## config.mk

```make
export PLATFORM = sky130hd
export DESIGN_NAME = sbb_mac_seq
export DESIGN_NICKNAME = d
export VERILOG_FILES = /design/src/rtl/sbb_mac_seq.sv
export SDC_FILE = /design/constraint.sdc
export NUM_CORES = 1
export LEC_CHECK = 0
export CELL_PAD_IN_SITES_DETAIL_PLACEMENT = 0
export CELL_PAD_IN_SITES_GLOBAL_PLACEMENT = 1
export CORE_MARGIN = 4
export CORE_UTILIZATION = 48
export CTS_CLUSTER_DIAMETER = 40
export DETAILED_ROUTE_END_ITERATION = 8
export HOLD_SLACK_MARGIN = 0.05
export PLACE_DENSITY_LB_ADDON = 0.1
export SETUP_SLACK_MARGIN = 0.15
export SLEW_MARGIN = 20
export SYNTH_ARGS = -nofsm -noshare
export SYNTH_HDL_FRONTEND = slang
export SYNTH_SLANG_ARGS = --single-unit
```

## constraint.sdc

```tcl
create_clock -name clk -period 10.35 [get_ports clk]
set_input_delay 3.105 -clock clk [delete_from_list [all_inputs] [get_ports clk]]
set_output_delay 3.105 -clock clk [all_outputs]
set_load 0.005 [all_outputs]
```

## src/rtl/sbb_mac_seq.sv

```systemverilog
// Sequential radix-4 multiply-accumulate unit with valid/ready handshakes.
// Each operand may be signed or unsigned; the accumulator wraps or saturates depending on SAT.
module sbb_mac_seq #(
  parameter int W     = 8,
  parameter int ACC_W = 24,
  parameter bit SAT   = 1'b1
) (
  input  logic             clk,
  input  logic             rst_n,
  input  logic             in_valid,
  output logic             in_ready,
  input  logic [W-1:0]     a,
  input  logic [W-1:0]     b,
  input  logic             sa,
  input  logic             sb,
  input  logic             acc_clr,
  output logic             out_valid,
  input  logic             out_ready,
  output logic [ACC_W-1:0] acc,
  output logic             ovf,
  output logic             busy
);

  localparam int ND = W / 2;
  localparam int CW = (ND > 1) ? $clog2(ND) : 1;
  localparam int PW = 2 * W + 2;

  typedef enum logic [1:0] {IDLE, MUL, ACC, HOLD} state_t;

  state_t              state;
  logic [W-1:0]        a_q;
  logic [W-1:0]        b_q;
  logic                sa_q;
  logic                sb_q;
  logic                clr_q;
  logic [CW-1:0]       cnt;
  logic signed [PW-1:0] pp;

  logic                 last_digit;
  logic [W-1:0]         b_sh;
  logic [1:0]           dig;
  logic signed [PW-1:0] a_wide;
  logic signed [PW-1:0] d_wide;
  logic signed [PW-1:0] term;

  logic signed [ACC_W:0] acc_base;
  logic signed [ACC_W:0] sum;
  logic                  ovf_now;
  logic [ACC_W-1:0]      acc_next;

  // Extending a straight to PW bits is equivalent to the W+2-bit extension
  // followed by the PW-bit partial-product arithmetic.
  always_comb begin
    last_digit = (cnt == CW'(ND - 1));
    b_sh       = b_q >> (2 * cnt);
    dig        = b_sh[1:0];
    a_wide     = sa_q ? PW'($signed(a_q)) : PW'(a_q);
    d_wide     = (last_digit && sb_q) ? PW'($signed(dig)) : PW'(dig);
    term       = (a_wide * d_wide) <<< (2 * cnt);
  end

  always_comb begin
    acc_base = clr_q ? '0 : {acc[ACC_W-1], acc};
    sum      = acc_base + (ACC_W + 1)'(pp);
    ovf_now  = sum[ACC_W] ^ sum[ACC_W-1];
    acc_next = sum[ACC_W-1:0];
    if (ovf_now && SAT) begin
      acc_next = sum[ACC_W] ? {1'b1, {(ACC_W-1){1'b0}}} : {1'b0, {(ACC_W-1){1'b1}}};
    end
  end

  always_ff @(posedge clk or negedge rst_n) begin
    if (!rst_n) begin
      state     <= IDLE;
      a_q       <= '0;
      b_q       <= '0;
      sa_q      <= 1'b0;
      sb_q      <= 1'b0;
      clr_q     <= 1'b0;
      cnt       <= '0;
      pp        <= '0;
      acc       <= '0;
      ovf       <= 1'b0;
      out_valid <= 1'b0;
      in_ready  <= 1'b1;
      busy      <= 1'b0;
    end else begin
      case (state)
        IDLE: begin
          if (in_valid) begin
            a_q      <= a;
            b_q      <= b;
            sa_q     <= sa;
            sb_q     <= sb;
            clr_q    <= acc_clr;
            cnt      <= '0;
            pp       <= '0;
            in_ready <= 1'b0;
            busy     <= 1'b1;
            state    <= MUL;
          end
        end
        MUL: begin
          pp <= pp + term;
          if (last_digit) begin
            cnt   <= '0;
            state <= ACC;
          end else begin
            cnt <= cnt + 1'b1;
          end
        end
        ACC: begin
          acc       <= acc_next;
          ovf       <= (clr_q ? 1'b0 : ovf) | ovf_now;
          out_valid <= 1'b1;
          state     <= HOLD;
        end
        HOLD: begin
          if (out_ready) begin
            out_valid <= 1'b0;
            in_ready  <= 1'b1;
            busy      <= 1'b0;
            state     <= IDLE;
          end
        end
        default: state <= IDLE;
      endcase
    end
  end

endmodule

```

# After elaboration in Yosys (flattened, before gate mapping)
# Index checks and enable logic that the tools add are counted.
dict set report totals {
  word_cells 60
  ff_bits 69
  out_inout_bits 28
  inputBits 23
}
dict set report classes {
  mul 1
  n_eq_ne 7
  mux 22
  n_shift 2
  add_sub_neg 3
  n_reduce_logical 10
  bitwise 2
}
# cell count
set ops {}
lappend ops {{2-to-1 mux 18 bit} 3}
lappend ops {{2-to-1 mux 24 bit} 2}
lappend ops {{case mux 18 bit (2 select lines)} 1}
lappend ops {{adder 25 x 18 -> 25 bit} 1}
lappend ops {{2-to-1 mux 25 bit} 1}
lappend ops {{adder 18 bit} 1}
lappend ops {{multiplier 18 x 18 -> 18 bit} 1}
lappend ops {{<<< shifter 18 x 3 -> 18 bit} 1}
lappend ops {{2-to-1 mux 2 bit} 5}
lappend ops {{case mux 2 bit (4 select lines)} 1}
lappend ops {{right shift 8 x 3 -> 2 bit} 1}
lappend ops {{equality test 2 bit, second input constant} 3}
lappend ops {{inequality test 2 bit, second input constant} 3}
lappend ops {{case mux 1 bit (2 select lines)} 3}
lappend ops {{AND reduction 2 bit} 3}
lappend ops {{AND reduction 3 bit} 2}
lappend ops {{nonzero test 2 bit} 3}
lappend ops {{2-to-1 mux 1 bit} 5}
lappend ops {{case mux 2 bit (2 select lines)} 1}
lappend ops {{adder 2 x 1 -> 2 bit, second input constant} 1}
lappend ops {{equality test 2 x 1 -> 1 bit, second input constant} 1}
lappend ops {{logical NOT 2 bit} 1}
lappend ops {{logical AND 1 bit} 1}
lappend ops {{bitwise OR 1 bit} 1}
lappend ops {{XOR 1 bit} 1}

# Depth between registers and ports, before layout
# Gate-level depths: netlist of run 1.
dict set report logic_depth {
  word_depth 7
  ltp_mapped 35
  depth_no_buf 34
}

# Worst setup path before layout of run 1
# OpenSTA, ideal clock, no wires.
dict set report synth_path {
  path_kind {register -> register}
  from {register cnt[0]}
  to {register pp[17]}
  path_buffers 1
  path_stages_with_launch 33
  arrival_time_ps 7191
  setup_time_ps 78
  path_slack_ps 3081
  required_time_ps 10272
  cell_sequence {dfrtp_1 buf_6 mux4_2 nand3_1 inv_1 and2_1 inv_1 fa_1 fa_1 inv_1 ha_1 inv_1 fa_1 inv_1 fa_1 inv_1 fa_1 inv_1 ha_1 or3_1 o21ai_0 a21oi_1 xor2_1 mux2i_1 mux2i_1 ha_1 a21o_1 a21oi_1 o21a_1 o21ai_0 a21o_1 a211oi_2 o21bai_1}
}
dict set report synth_via {
  elab_chain_len 7
  word_cells_on_any_way 8
  classes_between {add/sub (1); mul (1); eq/ne (1); shift (2); mux (2); reduce/logical (1)}
}
# element line_no
set synth_rtl {}
lappend synth_rtl {{start, declared} 36} ;# logic [CW-1:0] cnt;
lappend synth_rtl {{start signal, assigned} 109} ;# cnt <= cnt + 1'b1;
lappend synth_rtl {{parallel branches: the longest is 4 deep, another holds multiplier 18 x 18 -> 18 bit} n/a}
lappend synth_rtl {{<<< shifter 18 x 3 -> 18 bit *} 59} ;# term = (a_wide * d_wide) <<< (2 * cnt);
lappend synth_rtl {{adder 18 bit *} 104} ;# pp <= pp + term;
lappend synth_rtl {{case mux 18 bit (2 select lines) *} 88} ;# case (state)
lappend synth_rtl {{end signal, assigned} 104}
lappend synth_rtl {{end, declared} 37} ;# logic signed [PW-1:0] pp;
# Mark *: on every way between the ends.
# A chain may end at the register's enable or synchronous reset.

# Worst setup path after layout of run 1
dict set report layout_path {
  from {register cnt[1]}
  to {register pp[17]}
}
# Same word-level chain as after synthesis.

==> flow_summary.ini, run 1 <==
[sta]
timing.final.crit_share_pct = 81.2
relSlewSlack_pct = 38.9
hold_violations = 0
whs_ns = 0.495
tightestPinTransition_ns = 0.916
maxClockFrequency_mhz = 119
rsz0062_at_grt = false
layout_skew_ns = 0.00603
finalWorstPathRequiredPeriod_ns = 8.40
fin_tns_setup_ns = 0
slew_viol_final = 0
setup_viol = 0

[detailed_routing]
met3WireLength_um = 560
drt-total-wl_um = 20300
remaining_routing_drc_violations = 0
detailroute.via_count = 6700
detail_route.first_pass.iterations = 4
detail_route.wirelength.met1_um = 8930
wl_met2_um = 10300
dr.first_iter.drc_count = 255
topRoutingLayerUsed = met4
dr_wl_cell_um = 16.0
route.detailed.vias_per_inst = 5.28
detail-route-antenna-nets = 0

[global_routing]
grt_usage_pct = 20.6
grt_first_pass_wirelength_um = 33600
initial_antenna_violation_count = 0
first_global_vias = 6753
grt_start_max_net_pins = 70
globalRouteOverflowTotal = 0

[yosys]
synth-warning-count = 0
synth.largest_area_cell = dfrtp_1
mappedNetlistNets = 1203
synth_edf_count = 0
synth_sequential_area_ratio_pct = 19.8
syn_avg_cell_area_um2 = 8.68
post_synth_main_area_contributors = dfrtp_1 20%, ha_1 16%, fa_1 14%
yosys.area.top_type_share_pct = 19.5
register_bit_total_from_synthesis = 69
gate_count_post_synth = 1005
synth_cell_types = 59
async_flop_share_pct = 100
syn_area_um2 = 8720
synthFlopType = dfrtp_1

[placement]
placement.io_buffers = 50
detailedPlacementHpwl_um = 16200
placer_congestion_estimate = 0.886

[critical_path]
crit-reg2reg-capture = pp[17]
slowest_delay_ns = 0.87
cp_max_fo = 24
critical_path_class = flip-flop to flip-flop
worst_setup_ep_type = flip-flop
setup.worst_path.start_class = flip-flop
critical_path.reg2reg.startpoint = cnt[1]
worst_r2r_path_depth = 29
crit_arrival_ns = 8.67
ff2ff_setup_slack_ns = 1.95
crit_slowest_cell = dfrtp_1
required_ns = 10.62

[floorplanning]
placement_rows = 49
io_pins = 51
dieHeight_um = 143
core_area_um2 = 17900
starting_density_of_the_core_pct = 48.7
fp.dieArea_um2 = 20400
die_x_um = 143

[final_layout]
syn_to_final_growth_pct = 10.9
antenna_cells = 0
multi_input_area_um2 = 6290
layout.cells.most_common = inv_1
design.final.nets = 1234
commonest_non_fill_non_tap_cells_in_the_layout = 150 x inv_1, 115 x ha_1, 90 x a21oi_1, 68 x nor2_1, 68 x dfrtp_1
register_cell_area_after_layout_um2 = 1730
post_route_cells_drive_above_1_share_pct = 4.71
fillerInstances = 1715

[clock_network]
cts_made_buffers = 9
clock_path_buffers = 2
clock_latency_on_the_worst_skew_pair_ns = 0.35
cts_hold_bufs = 0
cts_post_setup_buffers_inserted = 0
h-tree-depth = 3
cts_tree = yes
cts_root_buf = clkbuf_16
cts-resized-gates = 0
numClockSinks = 69
clkSlewWorstSetupHoldPaths_ns = 0.06

[worst_hold_path]
worst_hold_path.num_cells = 1
hold_class = flip-flop to flip-flop
endpoint_of_the_worst_hold_path = ovf
worstHoldStart = ovf

[outcome]
status = finished clean

[run]
maxCapViolCount = 0
-- cell type report --
| class | instances | area share, % |
|---|---|---|
| clock buffer | 10 | 2.37 |
| multi-input combinational | 750 | 65.0 |
| inverter | 151 | 5.86 |
| tap | 229 | 2.96 |
| timing repair buffer | 55 | 5.54 |
| sequential | 69 | 17.9 |
| clock inverter | 6 | 0.414 |
-- synthesized netlist by cell type, types with 10 or more instances --
master / count
mux2i_1: 15
o21ai_0: 49
inv_1: 150
ha_1: 115
and2_1: 28
nor2_1: 68
dfrtp_1: 68
nor2b_1: 27
a21oi_1: 90
nand3_1: 11
a21o_1: 20
clkbuf_1: 29
fa_1: 60
mux2_2: 21
a211oi_1: 11
nand2_1: 53
xor2_1: 30
nand2b_1: 14
and3_1: 10
xnor2_1: 45
-- logic make-up (layout without fill, tap and decap cells) --
group | after synthesis | count (layout) | synth area share (%)
and+or+nand+nor | 233 | 233 | 13.1
AOI/OAI and AO/OA | 227 | 227 | 15.8
buffers and inverters | 186 | 222 | 8.12
adders and majority gates | 176 | 176 | 30.4
xor gates and xnor gates | 76 | 76 | 7.79
DFF | 69 | 69 | 19.8
muxes | 38 | 38 | 4.95
-- sequential cells by signal, indices dropped and copies added, names as in the netlist, 2 cells and up --
name   cells
a_q        8
cnt        2
pp        18
acc       24
b_q        8
state      2
-- worst max-delay path: cells and delay by family (launching register included) --
family	cells	cell delay [ns]
AO/OA/AOI/OAI	7	1.38
buffers and inverters	5	0.39
flip-flops	1	0.87
AND/OR/NAND/NOR	7	1.50
XOR/XNOR	1	0.26
adder cells (fa/ha/maj)	9	3.93
-- through the flow --
stage / instances / setup slack, ns / area [µm²] / util, %
final: 1270 / 1.95 / 9670 / 54.0
after global routing: 1270 / 1.39 / 9670 / 54.0
after CTS: 1270 / 1.98 / 9670 / 54.0
after detailed placement: 1254 / 2.02 / 9410 / 52.5
after global placement: 1254 / 2.14 / 9410 / 52.5
after floorplan: 1005 / 3.08 / 8720 / -
-- how the worst max path moves through the flow --
stage	start	endpoint	slack, ns	cells past startpoint
finish	cnt[1]	pp[17]	1.95	29
global route	cnt[1]	pp[17]	1.39	30
CTS	cnt[1]	pp[17]	1.98	29
detailed placement	cnt[1]	pp[17]	2.02	29
global placement	cnt[1]	pp[17]	2.14	29
floorplan	cnt[0]	pp[17]	3.08	32
-- layer usage --
layer	GRT usage, %	vias to the layer above
met5	0	-
met4	6.05	0
met2	36.9	76
li1	-	3425
met1	25.8	3178
met3	3.05	21
Power of run 1 is left out: the tool's default activity adds up to more than one toggle a clock period on the data nets, which glitch-free logic cannot reach.
==> inputs of run 2 (changes only) <==
==> constraint.sdc (replaced) <==
create_clock -name clk -period 8.7 [get_ports clk]
set_input_delay 2.61 -clock clk [delete_from_list [all_inputs] [get_ports clk]]
set_output_delay 2.61 -clock clk [all_outputs]
set_load 0.005 [all_outputs]
==> run 2 against run 1 <==
  * Clock skew up 0.0040 ns
  * Register-to-register slack worse by 1.0 ns
  * Clock-buffer cell count unchanged
  * Global-route usage about the same
  * Fmax up 7.8%
  * Final area up 0.48%
  * Worst hold slack better by 0.015 ns
  * Routed wire length down 0.99%
  * Critical endpoint unchanged
  * Highest routed layer unchanged
==> flow_summary.ini, run 2 (synthesis gave the netlist of run 1 again) <==
[outcome]
status = finished clean

[detailed_routing]
drt-total-wl_um = 20100
detailroute.via_count = 6656
dr.first_iter.drc_count = 301
route.detailed.vias_per_inst = 5.24
remaining_routing_drc_violations = 0
detail_route.first_pass.iterations = 5
detail-route-antenna-nets = 0
dr_wl_cell_um = 15.8

[final_layout]
biggestRegsByFlops = acc x24, pp x18
multi_input_area_um2 = 6290
layout.cells.most_common = inv_1
antenna_cells = 0
register_cell_area_after_layout_um2 = 1730
post_route_cells_drive_above_1_share_pct = 4.89
syn_to_final_growth_pct = 11.4
final_cells = 1271
fillerInstances = 1737
flip_flop_count_of_the_largest_register_all_copies_and_words_added = 24
commonest_non_fill_non_tap_cells_in_the_layout = 150 x inv_1, 115 x ha_1, 90 x a21oi_1, 68 x nor2_1, 68 x dfrtp_1
design.final.nets = 1235
max_flop_register = acc

[critical_path]
setup.worst_path.start_class = flip-flop
crit_slowest_cell = mux4_2
required_ns = 8.97
slowest_delay_ns = 0.68
cp_max_fo = 18
critical_path_class = flip-flop to flip-flop
worst_setup_ep_type = flip-flop
crit_arrival_ns = 8.07
cpMostUsedCell = inv_1
worst_r2r_path_depth = 31

[sta]
finalWorstPathRequiredPeriod_ns = 7.80
maxClockFrequency_mhz = 128
setup_viol = 0
tightestPinTransition_ns = 0.921
timing.final.crit_share_pct = 89.6
rsz0062_at_grt = false
fin_tns_setup_ns = 0
hold_violations = 0
fin_ws_ns = 0.902
relSlewSlack_pct = 38.6
slew_viol_final = 0
layout_skew_ns = 0.0100

[placement]
dpl_worst_slack_ns = 0.925
placer_congestion_estimate = 0.909
detailedPlacementHpwl_um = 16300
placement.io_buffers = 50
placedCellCount = 1255

[clock_network]
cts_hold_bufs = 0
clock_latency_on_the_worst_skew_pair_ns = 0.34
numClockSinks = 69
cts-resized-gates = 0
h-tree-depth = 3
cts_made_buffers = 9
clock_path_buffers = 2
cts_root_buf = clkbuf_16
clkSlewWorstSetupHoldPaths_ns = 0.06
cts_post_setup_buffers_inserted = 0
cts_tree = yes

[global_routing]
globalRouteOverflowTotal = 0
grt_start_max_net_pins = 63
grt.met1_usage_pct = 27.0
grt-busiest-layer = met2
grt_usage_pct = 20.6
grt_first_pass_wirelength_um = 33800
first_global_vias = 6855
met2_usage_pct = 36.3
initial_antenna_violation_count = 0
met3_usage_pct = 2.44

[floorplanning]
dieHeight_um = 143
io_pins = 51
core_area_um2 = 17900
die_x_um = 143
starting_density_of_the_core_pct = 48.7
placement_rows = 49
fp.dieArea_um2 = 20400

[worst_hold_path]
hold_class = flip-flop to flip-flop
worst_hold_path.num_cells = 1

[run]
maxCapViolCount = 0
run 2: through the flow:
step | area, µm² | hold WS (ns) | util (%)
2_1_floorplan | 8720 | 0.471 | -
3_3_place_gp | 9410 | 0.490 | 52.6
3_5_place_dp | 9410 | 0.496 | 52.6
4_1_cts | 9720 | 0.514 | 54.3
5_1_grt | 9720 | 0.523 | 54.3
6_report | 9720 | 0.511 | 54.3
run 2: routing by layer:
metal / share of wire, % / vias up
met2: 51 / 64
met4: 1.8 / 0
met5: 0 / -
li1: - / 3428
met1: 45 / 3145
met3: 2.2 / 19
run 2: cell type report:
type / instances / share of cell area (%)
clock buffer: 10 / 2.46
clock inverter: 6 / 0.708
inverter: 151 / 5.83
multi-input combinational: 750 / 64.7
sequential: 69 / 17.8
tap: 229 / 2.95
timing repair buffer: 56 / 5.59
run 2: worst max-delay path, delay by kind of cell, from the launching register on:
kind / cells / cell delay, ns
muxes: 3 / 0.97
DFF: 1 / 0.42
adders and majority gates: 8 / 3.55
buffers and inverters: 7 / 0.53
xor gates and xnor gates: 1 / 0.17
AOI/OAI and AO/OA: 9 / 1.34
and+or+nand+nor: 3 / 0.75
run 2: path summary, 6_finish.rpt:
path	end	slack, ns	startpoint
worst max-delay path	pp[17]	0.90	cnt[0]
worst min-delay path	b_q[0]	0.51	b_q[0]
worst max register to register	pp[17]	0.90	cnt[0]
worst min register to register	b_q[0]	0.51	b_q[0]
max in group asynchronous	pp[16]	5.59	rst_n
min in group asynchronous	a_q[4]	2.07	rst_n
Power of run 2 is left out for the same reason.
==> inputs of run 3 (changes only) <==
--- a/config.mk
+++ b/config.mk
@@ -7,8 +7,7 @@
 export LEC_CHECK = 0
 export CELL_PAD_IN_SITES_DETAIL_PLACEMENT = 0
 export CELL_PAD_IN_SITES_GLOBAL_PLACEMENT = 1
-export CORE_MARGIN = 4
-export CORE_UTILIZATION = 48
+export CORE_UTILIZATION = 30
 export CTS_CLUSTER_DIAMETER = 40
 export DETAILED_ROUTE_END_ITERATION = 8
 export HOLD_SLACK_MARGIN = 0.05
==> run 3 against run 2 <==
  * Flip-flop and latch count unchanged
  * Register-to-register slack got worse by 0.09 ns
  * Worst hold slack got worse by 0.0097 ns
  * Final cell count rose by 12%
  * Clock-buffer cell count up 2
  * Routed wire length grew 12%
  * Global-route usage down 5.0 points
  * Sequential share of layout area shrank 0.31 points
  * Core utilization fell by 20 points
  * Final area is 1.8% higher
  * Via count rose by 0.56%
  * Clock skew is essentially flat
==> flow_summary.ini, run 3 (synthesis gave the netlist of run 1 again) <==
[outcome]
status = finished clean

[critical_path]
crit_family = adder cells
worst_setup_ep_type = flip-flop
ff2ff_setup_slack_ns = 0.81
crit-reg2reg-capture = pp[17]
critical_path.reg2reg.startpoint = cnt[1]
critical_path_class = flip-flop to flip-flop
crit_slowest_cell = fa_1
cpMostUsedCell = inv_1
setup.worst_path.start_class = flip-flop
required_ns = 8.97
cp_max_fo = 23
critPathCapture = pp[17]
crit_path_start = cnt[1]
slowest_delay_ns = 0.60
crit_arrival_ns = 8.16
number_of_buffer_and_inverter_stages_on_the_critical_path = 8
worst_r2r_path_depth = 31
cp_num_cells = 31

[final_layout]
design.final.nets = 1235
flip_flop_count_of_the_largest_register_all_copies_and_words_added = 24
commonest_non_fill_non_tap_cells_in_the_layout = 150 x inv_1, 114 x ha_1, 90 x a21oi_1, 68 x nor2_1, 68 x dfrtp_1
antenna_cells = 0
biggestRegsByFlops = acc x24, pp x18
core_util_final_pct = 34.6
layout.cells.most_common = inv_1
register_cell_area_after_layout_um2 = 1730
post_route_cells_drive_above_1_share_pct = 4.99
fillerInstances = 3021
syn_to_final_growth_pct = 13.4
multi_input_area_um2 = 6300
max_flop_register = acc

[clock_network]
numClockSinks = 69
cts_tree = yes
cts_made_buffers = 9
clock_latency_on_the_worst_skew_pair_ns = 0.34
h-tree-depth = 3
cts-resized-gates = 0
clkSlewWorstSetupHoldPaths_ns = 0.06
cts_post_setup_buffers_inserted = 0
cts_hold_bufs = 0
clock_path_buffers = 2
cts_root_buf = clkbuf_16

[sta]
tightestPinTransition_ns = 0.959
slew_viol_final = 0
relSlewSlack_pct = 36.0
maxClockFrequency_mhz = 127
setup_viol = 0
fin_tns_setup_ns = 0
finalWorstPathRequiredPeriod_ns = 7.89
timing.final.crit_share_pct = 90.7
rsz0062_at_grt = false
whs_ns = 0.501
layout_skew_ns = 0.0104
hold_violations = 0

[floorplanning]
fp.dieArea_um2 = 29800
die_x_um = 173
starting_density_of_the_core_pct = 30.5
core_area_um2 = 28600
io_pins = 51
placement_rows = 62
dieHeight_um = 173

[detailed_routing]
remaining_routing_drc_violations = 0
route.detailed.vias_per_inst = 4.69
detail_route.first_pass.iterations = 4
dr_wl_cell_um = 15.8
dr.first_iter.drc_count = 206
detail-route-antenna-nets = 0
detailroute.via_count = 6693
drt-total-wl_um = 22600

[global_routing]
grt_first_pass_wirelength_um = 37000
first_global_vias = 6916
initial_antenna_violation_count = 0
globalRouteOverflowTotal = 0
grt_start_max_net_pins = 51
grt_usage_pct = 15.6

[worst_hold_path]
hold_class = flip-flop to flip-flop

[placement]
placer_congestion_estimate = 0.799
detailedPlacementHpwl_um = 18500
placement.io_buffers = 50

[run]
maxCapViolCount = 0
run 3: changes by cell type in the layout (fill, tap and decap cells not counted):
cell,delta
a31oi_1,-1
a31oi_2,+1
bufinv_16,-1
clkbuf_1,+1
clkbuf_8,+1
clkinv_2,+2
clkinv_4,-1
ha_1,-1
ha_2,+1
inv_6,-2
run 3: how the worst min path moves through the flow:
| stage | to | slack [ns] | startpoint | depth (start not counted) |
|---|---|---|---|---|
| final | ovf | 0.50 | ovf | 1 |
| after global routing | b_q[7] | 0.53 | b_q[7] | 1 |
| after CTS | b_q[6] | 0.50 | b_q[6] | 1 |
| after detailed placement | ovf | 0.48 | ovf | 1 |
| after global placement | b_q[6] | 0.49 | b_q[6] | 1 |
| after floorplan | sb_q | 0.47 | sb_q | 1 |
run 3: area by class of cell:
class / count / area share, %
clock buffers: 12 / 2.59
clock inverters: 4 / 0.228
inverters: 151 / 5.73
repair buffers: 56 / 5.49
multi-input cells: 750 / 63.6
well taps: 384 / 4.86
flip-flops and latches: 69 / 17.5
run 3: per-layer routing:
metal | global-route usage, % | wire length, µm
met4 | 4.20 | 350
met1 | 21.6 | 11200
met5 | 0 | 0
met2 | 25.9 | 10700
met3 | 1.61 | 435
run 3: worst register-to-register path: cells and delay by family, from the launching register on:
kind            cells  cell delay [ns]
fa+ha+maj           8             3.57
xor+xnor            1             0.24
mux                 1             0.43
buf+inv             8             0.93
compound gates      9             1.64
flops               1             0.35
simple gates        4             0.68
run 3: metrics by stage:
step	setup WS, ns	cells	instance area [µm²]
5_1_grt	0.178	1426	9890
6_report	0.808	1426	9890
2_1_floorplan	1.43	1005	8720
4_1_cts	0.689	1426	9890
3_5_place_dp	0.694	1410	9620
3_3_place_gp	0.784	1410	9620
Power of run 3 is left out for the same reason.
